--- config.mk ---
export PLATFORM = sky130hd
export DESIGN_NAME = alu_16bit_flat
export DESIGN_NICKNAME = d
export VERILOG_FILES = /design/src/rtl/alu_16bit_if.sv /design/src/rtl/alu_16bit.sv /design/src/flat_wrapper.sv
export SDC_FILE = /design/constraint.sdc
export NUM_CORES = 1
export LEC_CHECK = 0
export CELL_PAD_IN_SITES_DETAIL_PLACEMENT = 0
export CELL_PAD_IN_SITES_GLOBAL_PLACEMENT = 2
export CORE_ASPECT_RATIO = 0.75
export CORE_MARGIN = 8
export CORE_UTILIZATION = 41
export CTS_CLUSTER_DIAMETER = 50
export DETAILED_ROUTE_END_ITERATION = 10
export GPL_TIMING_DRIVEN = 0
export PLACE_DENSITY = 0.95
export SKIP_LAST_GASP = 1
export SYNTH_ARGS = -nofsm -noshare
export SYNTH_HDL_FRONTEND = slang
export SYNTH_SLANG_ARGS = --single-unit
--- constraint.sdc ---
create_clock -name clk -period 6.89 [get_ports clk]
set_input_delay 1.378 -clock clk [delete_from_list [all_inputs] [get_ports clk]]
set_output_delay 1.378 -clock clk [all_outputs]
set_load 0.005 [all_outputs]
--- src/rtl/alu_16bit_if.sv ---
// -----------------------------------------------------------------------------
// alu_16bit_if
// Operand/result bundle between the register file / controller and the ALU.
//
// Signals (WIDTH = operand width, result is WIDTH+1 bits):
//   a, b        operands from the register file
//   alu_fun     4-bit operation select
//   alu_out     registered WIDTH+1 bit result
//   Arith_flag  operation class 0-3   (combinational decode of alu_fun)
//   Logic_flag  operation class 4-9
//   CMP_flag    operation class 10-12
//   Shift_flag  operation class 13-14
// With ALU_ENABLE_EN defined:
//   enable      capture qualifier for alu_out
//   out_valid   high for the cycle after a qualified capture
//
// Modports: master = register file / controller side, slave = ALU side.
// -----------------------------------------------------------------------------
interface alu_16bit_if #(
    parameter int WIDTH = 16
);
    logic [WIDTH-1:0] a;
    logic [WIDTH-1:0] b;
    logic [3:0]       alu_fun;
    logic [WIDTH:0]   alu_out;
    logic             Arith_flag;
    logic             Logic_flag;
    logic             CMP_flag;
    logic             Shift_flag;
`ifdef ALU_ENABLE_EN
    logic             enable;
    logic             out_valid;
`endif

`ifdef ALU_ENABLE_EN
    modport master (
        output a, b, alu_fun, enable,
        input  alu_out, Arith_flag, Logic_flag, CMP_flag, Shift_flag, out_valid
    );

    modport slave (
        input  a, b, alu_fun, enable,
        output alu_out, Arith_flag, Logic_flag, CMP_flag, Shift_flag, out_valid
    );
`else
    modport master (
        output a, b, alu_fun,
        input  alu_out, Arith_flag, Logic_flag, CMP_flag, Shift_flag
    );

    modport slave (
        input  a, b, alu_fun,
        output alu_out, Arith_flag, Logic_flag, CMP_flag, Shift_flag
    );
`endif
endinterface : alu_16bit_if

--- src/rtl/alu_16bit.sv ---
// -----------------------------------------------------------------------------
// alu_16bit
// Registered ALU with 16 operations selected by a 4-bit function code.
// Operands are zero-extended to WIDTH+1 bits, the result is computed
// combinationally and captured on the rising clock edge (one-cycle latency).
// The four class flags are a pure combinational decode of alu_fun and are
// not touched by reset.
//
// Ports:
//   clk    system clock, rising edge active
//   rst_n  asynchronous active-low reset, clears alu_out (and out_valid)
//   bus    alu_16bit_if.slave: a, b, alu_fun in; alu_out and flags out
//
// Optional feature macro: ALU_ENABLE_EN
//   Defined   -> bus.enable qualifies the capture, bus.out_valid reports it.
//   Undefined -> alu_out captures a new result on every rising edge.
// -----------------------------------------------------------------------------
module alu_16bit #(
    parameter int WIDTH = 16
) (
    input  logic           clk,
    input  logic           rst_n,
    alu_16bit_if.slave     bus
);

    localparam logic [WIDTH:0] RES_ZERO = {(WIDTH+1){1'b0}};
    localparam logic [WIDTH:0] RES_EQ   = {{WIDTH{1'b0}}, 1'b1};
    localparam logic [WIDTH:0] RES_GT   = {{(WIDTH-1){1'b0}}, 2'b10};
    localparam logic [WIDTH:0] RES_LT   = {{(WIDTH-1){1'b0}}, 2'b11};

    // Operation codes
    localparam logic [3:0] OP_ADD  = 4'd0;
    localparam logic [3:0] OP_SUB  = 4'd1;
    localparam logic [3:0] OP_MUL  = 4'd2;
    localparam logic [3:0] OP_DIV  = 4'd3;
    localparam logic [3:0] OP_AND  = 4'd4;
    localparam logic [3:0] OP_OR   = 4'd5;
    localparam logic [3:0] OP_NAND = 4'd6;
    localparam logic [3:0] OP_NOR  = 4'd7;
    localparam logic [3:0] OP_XOR  = 4'd8;
    localparam logic [3:0] OP_XNOR = 4'd9;
    localparam logic [3:0] OP_EQ   = 4'd10;
    localparam logic [3:0] OP_GT   = 4'd11;
    localparam logic [3:0] OP_LT   = 4'd12;
    localparam logic [3:0] OP_SHR  = 4'd13;
    localparam logic [3:0] OP_SHL  = 4'd14;
    localparam logic [3:0] OP_NOP  = 4'd15;

    logic [WIDTH:0] a_ext_s;
    logic [WIDTH:0] b_ext_s;
    logic [WIDTH:0] result_s;
    logic           arith_s;
    logic           logic_s;
    logic           cmp_s;
    logic           shift_s;
    logic [WIDTH:0] alu_out_r;
`ifdef ALU_ENABLE_EN
    logic           out_valid_r;
`endif

    // Zero-extend both operands so every operation works on WIDTH+1 bits;
    // the inverting logic ops therefore set the top bit.
    assign a_ext_s = {1'b0, bus.a};
    assign b_ext_s = {1'b0, bus.b};

    // Result datapath: all arithmetic wraps/truncates to WIDTH+1 bits.
    always_comb begin
        result_s = RES_ZERO;
        case (bus.alu_fun)
            OP_ADD:  result_s = a_ext_s + b_ext_s;
            OP_SUB:  result_s = a_ext_s - b_ext_s;
            OP_MUL:  result_s = a_ext_s * b_ext_s;
            OP_DIV: begin
                // Divide-by-zero is defined to return zero.
                if (b_ext_s == RES_ZERO) begin
                    result_s = RES_ZERO;
                end else begin
                    result_s = a_ext_s / b_ext_s;
                end
            end
            OP_AND:  result_s = a_ext_s & b_ext_s;
            OP_OR:   result_s = a_ext_s | b_ext_s;
            OP_NAND: result_s = ~(a_ext_s & b_ext_s);
            OP_NOR:  result_s = ~(a_ext_s | b_ext_s);
            OP_XOR:  result_s = a_ext_s ^ b_ext_s;
            OP_XNOR: result_s = ~(a_ext_s ^ b_ext_s);
            OP_EQ: begin
                if (bus.a == bus.b) begin
                    result_s = RES_EQ;
                end else begin
                    result_s = RES_ZERO;
                end
            end
            OP_GT: begin
                if (bus.a > bus.b) begin
                    result_s = RES_GT;
                end else begin
                    result_s = RES_ZERO;
                end
            end
            OP_LT: begin
                if (bus.a < bus.b) begin
                    result_s = RES_LT;
                end else begin
                    result_s = RES_ZERO;
                end
            end
            // Logical right shift: zero fills the vacated MSBs.
            OP_SHR:  result_s = {2'b00, bus.a[WIDTH-1:1]};
            // Left shift into the extra bit: a's MSB lands in bit WIDTH.
            OP_SHL:  result_s = {bus.a, 1'b0};
            OP_NOP:  result_s = RES_ZERO;
            default: result_s = RES_ZERO;
        endcase
    end

    // Operation-class decode; one-hot, all low for the no-op code.
    always_comb begin
        arith_s = 1'b0;
        logic_s = 1'b0;
        cmp_s   = 1'b0;
        shift_s = 1'b0;
        case (bus.alu_fun)
            OP_ADD, OP_SUB, OP_MUL, OP_DIV:                     arith_s = 1'b1;
            OP_AND, OP_OR, OP_NAND, OP_NOR, OP_XOR, OP_XNOR:    logic_s = 1'b1;
            OP_EQ, OP_GT, OP_LT:                                cmp_s   = 1'b1;
            OP_SHR, OP_SHL:                                     shift_s = 1'b1;
            OP_NOP:                                             arith_s = 1'b0;
            default:                                            arith_s = 1'b0;
        endcase
    end

    assign bus.Arith_flag = arith_s;
    assign bus.Logic_flag = logic_s;
    assign bus.CMP_flag   = cmp_s;
    assign bus.Shift_flag = shift_s;

`ifdef ALU_ENABLE_EN
    // Result register, qualified by enable; out_valid marks a fresh capture.
    always_ff @(posedge clk or negedge rst_n) begin
        if (!rst_n) begin
            alu_out_r   <= RES_ZERO;
            out_valid_r <= 1'b0;
        end else if (bus.enable) begin
            alu_out_r   <= result_s;
            out_valid_r <= 1'b1;
        end else begin
            alu_out_r   <= alu_out_r;
            out_valid_r <= 1'b0;
        end
    end

    assign bus.out_valid = out_valid_r;
`else
    // Result register, captures every rising edge.
    always_ff @(posedge clk or negedge rst_n) begin
        if (!rst_n) begin
            alu_out_r <= RES_ZERO;
        end else begin
            alu_out_r <= result_s;
        end
    end
`endif

    assign bus.alu_out = alu_out_r;

endmodule : alu_16bit

--- src/flat_wrapper.sv ---
// flat-port wrapper written by rule: the top's interface ports become plain ports
module alu_16bit_flat 
#(
    parameter int WIDTH = 16
)
  (clk, rst_n, bus_a, bus_b, bus_alu_fun, bus_alu_out, bus_Arith_flag, bus_Logic_flag, bus_CMP_flag, bus_Shift_flag);
  alu_16bit_if #(.WIDTH(WIDTH)) bus_i ();
  input  logic clk;
  input  logic rst_n;
  input wire logic [$bits(bus_i.a)-1:0] bus_a;
  input wire logic [$bits(bus_i.b)-1:0] bus_b;
  input wire logic [$bits(bus_i.alu_fun)-1:0] bus_alu_fun;
  output wire logic [$bits(bus_i.alu_out)-1:0] bus_alu_out;
  output wire logic [$bits(bus_i.Arith_flag)-1:0] bus_Arith_flag;
  output wire logic [$bits(bus_i.Logic_flag)-1:0] bus_Logic_flag;
  output wire logic [$bits(bus_i.CMP_flag)-1:0] bus_CMP_flag;
  output wire logic [$bits(bus_i.Shift_flag)-1:0] bus_Shift_flag;
  assign bus_i.a = bus_a;
  assign bus_i.b = bus_b;
  assign bus_i.alu_fun = bus_alu_fun;
  assign bus_alu_out = bus_i.alu_out;
  assign bus_Arith_flag = bus_i.Arith_flag;
  assign bus_Logic_flag = bus_i.Logic_flag;
  assign bus_CMP_flag = bus_i.CMP_flag;
  assign bus_Shift_flag = bus_i.Shift_flag;
  alu_16bit #(.WIDTH(WIDTH)) u_core (.clk(clk), .rst_n(rst_n), .bus(bus_i));
endmodule
== After elaboration in Yosys (flattened, before gate mapping) ==
Index checks and enable logic that the tools add are counted.

* Add/subtract/negate cells: 2
* Bitwise logic cells: 6
* Divide/modulo/power cells: 1
* Multiply operators: 1
* Reductions and logical operators: 6
* Equality and inequality tests: 16
* $lt $le $gt $ge: 2
* Multiplexer cells: 9

{| class="wikitable"
|+ Operators with widths
! cell !! number
|-
| 17-bit one-hot mux with 16 select lines || 1
|-
| 17-bit inverter || 3
|-
| 4-bit equality test (second input constant) || 8
|-
| 16-bit by 16-bit adder with 17-bit output || 1
|-
| 16-bit by 16-bit divider with 17-bit output || 1
|-
| 17-bit zero test || 1
|-
| 16-bit by 16-bit multiplier with 17-bit output || 1
|-
| 17-bit 2-to-1 mux || 1
|-
| 16-bit by 16-bit subtractor with 17-bit output || 1
|-
| 16-bit AND || 1
|-
| 16-bit equality test || 1
|-
| 4-bit by 3-bit equality test with 1-bit output (second input constant) || 4
|-
| 16-bit greater-than comparator || 1
|-
| 16-bit < comparator || 1
|-
| 16-bit OR || 1
|-
| 16-bit XOR || 1
|-
| 4-bit by 2-bit equality test with 1-bit output (second input constant) || 2
|-
| 6-bit OR reduction || 1
|-
| 1-bit 2-to-1 mux || 5
|-
| 4-bit by 1-bit equality test with 1-bit output (second input constant) || 1
|-
| 4-bit zero test || 1
|-
| 2-bit 2-to-1 mux || 2
|-
| 4-bit OR reduction || 1
|-
| 3-bit OR reduction || 1
|-
| 2-bit OR reduction || 1
|}

* Register bits after elaboration: 17
* Input bits: 38
* Output and inout port bits: 21
* Logic and storage cells: 44

== Depth between registers and ports, before layout ==
* Depth in word-level cells: 3
* Depth in mapped cells: 135
* Mapped depth without buffers: 127

== Worst setup path before layout ==
No wires, ideal clock.

* Kind: input-to-reg
* Start point: in bus_b[1]
* End point: reg u_core.alu_out_r[0], in the netlist u_core.bus.alu_out[0]
* Path buffers: 9
* Arrival time: 29.764 ns
* Slack: -23.002 ns
* Setup time: 0.128 ns
* Stages: 124
* Required time: 6.762 ns
* Cells stage by stage: clkbuf_1 -> clkinv_1 -> ha_1 -> o21ai_0 -> nand2b_1 -> and2_1 -> a21oi_1 -> ha_1 -> o211ai_1 -> nand2_1 -> and3_1 -> nor2_1 -> ha_1 -> o21a_1 -> or4_1 -> and3_1 -> o21a_1 -> ha_1 -> [88 not listed] -> o31a_1 -> o211ai_1 -> a31oi_1 -> o311ai_0 -> nand2b_1 -> a21oi_1 -> clkbuf_1 -> mux2_2 -> ha_1 -> o21a_1 -> o21a_1 -> o21a_1 -> o21a_1 -> o21a_1 -> o21a_1 -> o21ai_0 -> o311a_1 -> nand3_1

* Longest elaborated chain between the ends: 3
* Elaborated cells on any way between the ends: 8
* Classes of those cells: div (1); order compare (1); eq/ne (1); mux (4); reduce/logical (1)

{| class="wikitable"
|+ RTL lines
! item !! RTL line !! text
|-
| start: declaration || flat_wrapper.sv:11 || <nowiki>input wire logic [$bits(bus_i.b)-1:0] bus_b;</nowiki>
|-
| 16-bit by 16-bit divider with 17-bit output (tied with other cells) || alu_16bit.sv:78 || <nowiki>result_s = a_ext_s / b_ext_s;</nowiki>
|-
| 17-bit 2-to-1 mux (tied with other cells) || alu_16bit.sv:75 || <nowiki>if (b_ext_s == RES_ZERO) begin</nowiki>
|-
| 17-bit one-hot mux with 16 select lines (*) || alu_16bit.sv:69 || <nowiki>case (bus.alu_fun)</nowiki>
|-
| net u_core.result_s[0] || alu_16bit.sv:51 || <nowiki>logic [WIDTH:0] result_s;</nowiki>
|-
| end signal: assignment || alu_16bit.sv:160 || <nowiki>alu_out_r <= result_s;</nowiki>
|-
| end: declaration || alu_16bit.sv:56 || <nowiki>logic [WIDTH:0] alu_out_r;</nowiki>
|}

The timed path passes the listed nets; every way through them passes the cells marked *.

== Final worst setup path ==
* Start point: in bus_b[8]
* End point: reg u_core.alu_out_r[0], in the netlist u_core.bus.alu_out[0]

The elaborated chain is that of the path after synthesis.

==> results.cfg <==
[placement]
place_hpwl_um = 53200
place_inst = 2732
gp_congestion = 1.05
io_buffers = 58

[sta]
worst_slack_ns = -20.27
final_max_slew_viol_count = 0
finalSetupViolations = 16
tightestPinTransition_ns = 1.45
period_minus_slack_ns = 27.16
slew_headroom = 0.0258
rsz0062_at_grt = yes
hold_violations = 0
fmax_ghz = 0.0368
whs_ns = 1.61
period_share = 3.94

[critical_path]
cp-start-kind = primary input
critPathMaxFanout = 7
worstPathArrival_ns = 27.28
critPathKind = in -> reg
path_common_cell = ha_4
endpoint_kind = flop
cp_slowest_cell = or4_4
cp.required_ns = 7.01
max_stage_delay_ns = 0.56

[synthesis]
yosys-top-cells-count = ha_1, nor2_1, nand2_1, inv_1, a21oi_1
syn_inst = 2160
synth_flop_cell = dfrtp_1
synth_edf_count = 0
ys_async_sr_fraction = 1.00
synth_nets = 2545
ys_seq_elements = 17
netlist_area_um2 = 15600
synth_top_area_cell = ha_1
synth_cell_type_count = 93
syn_area_per_cell_um2 = 7.24
synth.top_cell.area_share = 0.201
synth.yosys.seq_area_share = 0.0272
yosysMostFrequentCell = ha_1
ys_warn_count = 0
synth.area.top_cells = ha_1, fa_1, nor2_1

[status]
outcome = finished with violations
failed_checks = DRC, setup timing

[grt]
grt.met1_usage = 0.445
grt_pass1_vias = 17700
grt_most_used_layer = met2
grtUsageMet3 = 0.0703
grt_first_pass_wirelength_um = 109000
grt_antenna_before_repair = 0
globalRouteMet2Util = 0.469
grt_max_degree = 25
grt-ovfl-total = 0
grt_use_total = 0.312

[final_layout]
largest_reg_flops = 17
antenna_cells = 0
syn2layout_area_growth_pct = 41.7
fillers = 3491
multiInputGateArea_um2 = 16500
final_cells = 3006
layout-drive-gt1-share = 0.293
regArea_um2 = 425
fin_nets = 2880

[detailed_routing]
wl_per_cell_um = 24.8
dr.pass1.iters = 9
via_count = 18700
vias_per_cell = 6.21
drt_iter0_markers = 2163
drc = 2
ant_nets = 0
routed_wl_um = 74600

[pwr]
powerDensity_nw_per_um2 = 216
leakagePower_uw = 0.00953
vdd_drop_max_mv = 0.369

[floorplanning]
initial_utilization = 0.412
die_area_um2 = 44700
rows = 62
die_width_um = 242
die_h_um = 185
core_area_um2 = 37900
ios = 59

[clocking]
numCtsBuffers = 3
clock_path_buffers = 2
clock-sinks = 17
cts_root_buf = clkbuf_16
cts_tree = built
h-tree-depth = 1
clkTransAtPathRegs_ns = 0.06

[job]
drv_cap = 0

[hold_path]
worst_hold_path_type = in -> async
cells by family after synthesis:
family	synth area share
buffers and inverters	0.0735
DFF	0.0272
other	0.000240
muxes	0.0267
adders and majority gates	0.324
AOI/OAI and AO/OA	0.257
xor gates and xnor gates	0.0773
and+or+nand+nor	0.215
power by group:
group | leakage, µW | total [µW] | switching, µW | internal, µW
clock | 0.0000409 | 128 | 49.4 | 78.2
combinational | 0.00927 | 4530 | 2510 | 2020
sequential | 0.000217 | 137 | 11.6 | 125
total | 0.00953 | 4800 | 2570 | 2220
final cells by class:
| cell class | count | share of cell area |
|---|---|---|
| timing repair buffer | 329 | 0.128 |
| sequential | 17 | 0.0192 |
| timing repair inverter | 3 | 0.00130 |
| buffer | 91 | 0.0325 |
| tap | 512 | 0.0289 |
| multi-input combinational | 1839 | 0.745 |
| inverter | 211 | 0.0414 |
| clock inverter | 1 | 0.000226 |
| clock buffer | 3 | 0.00339 |
final timing paths:
| kind | from | endpoint | slack, ns | cells past startpoint |
|---|---|---|---|---|
| max in group asynchronous | rst_n | u_core.bus.alu_out[5]$_DFF_PN0_ | 4.74 | 1 |
| worst min-delay path | rst_n | u_core.bus.alu_out[3]$_DFF_PN0_ | 1.61 | 1 |
| worst max-delay path | bus_b[8] | u_core.bus.alu_out[0]$_DFF_PN0_ | -20.27 | 125 |
| min in group clk | bus_a[15] | u_core.bus.alu_out[16]$_DFF_PN0_ | 1.85 | 4 |
layer usage:
metal	share of wire	up-vias
met4	0.032	2
met5	0.00042	-
met1	0.44	9125
li1	-	8380
met3	0.11	159
met2	0.42	1016
worst max-delay path: cells and delay by family:
family | cells | cell delay (ns)
compound gates | 61 | 12.60
simple gates | 29 | 5.89
fa+ha+maj | 15 | 3.82
buf+inv | 14 | 1.80
mux | 6 | 1.67
repair_timing:
item                                    CTS  global route
gates resized for setup                 406           185
endpoints found under the setup margin   17            17
pin swaps                               161           147
buffers inserted                        182            91
hold buffers                              0             0
gates cloned                              3             0
metrics by stage:
stage | TNS [ns] | worst slack [ns] | cell area [µm²] | utilization | total power, µW
global placement | -171.73 | -24.82 | 17700 | 0.467 | 3560
finish | -124.94 | -20.27 | 22200 | 0.584 | 4800
CTS | -120.23 | -19.83 | 20900 | 0.550 | 4310
detailed placement | -174.21 | -25.22 | 17800 | 0.468 | 3590
global route | -129.85 | -20.86 | 22200 | 0.584 | 5150
floorplan | -111.14 | -18.86 | 16500 | - | 2630
placed cells by master, fill, tap and decap left out, types with 19 or more instances in the layout:
master and count:
a21o_1 30, nor2_1 202, clkdlybuf4s50_1 29, nand3_1 33
o211ai_1 24, o21a_1 44, nand2b_1 19, xor2_1 52
xnor2_1 83, nand2_1 196, inv_1 185, o21ai_0 80
a21oi_1 86, ha_4 54, nor3_1 65, clkbuf_1 43
ha_1 188, a21oi_2 32, buf_4 228, buf_6 41
or3_1 22, fa_1 93, a31oi_1 23
Power figures use the tool's default switching activity.
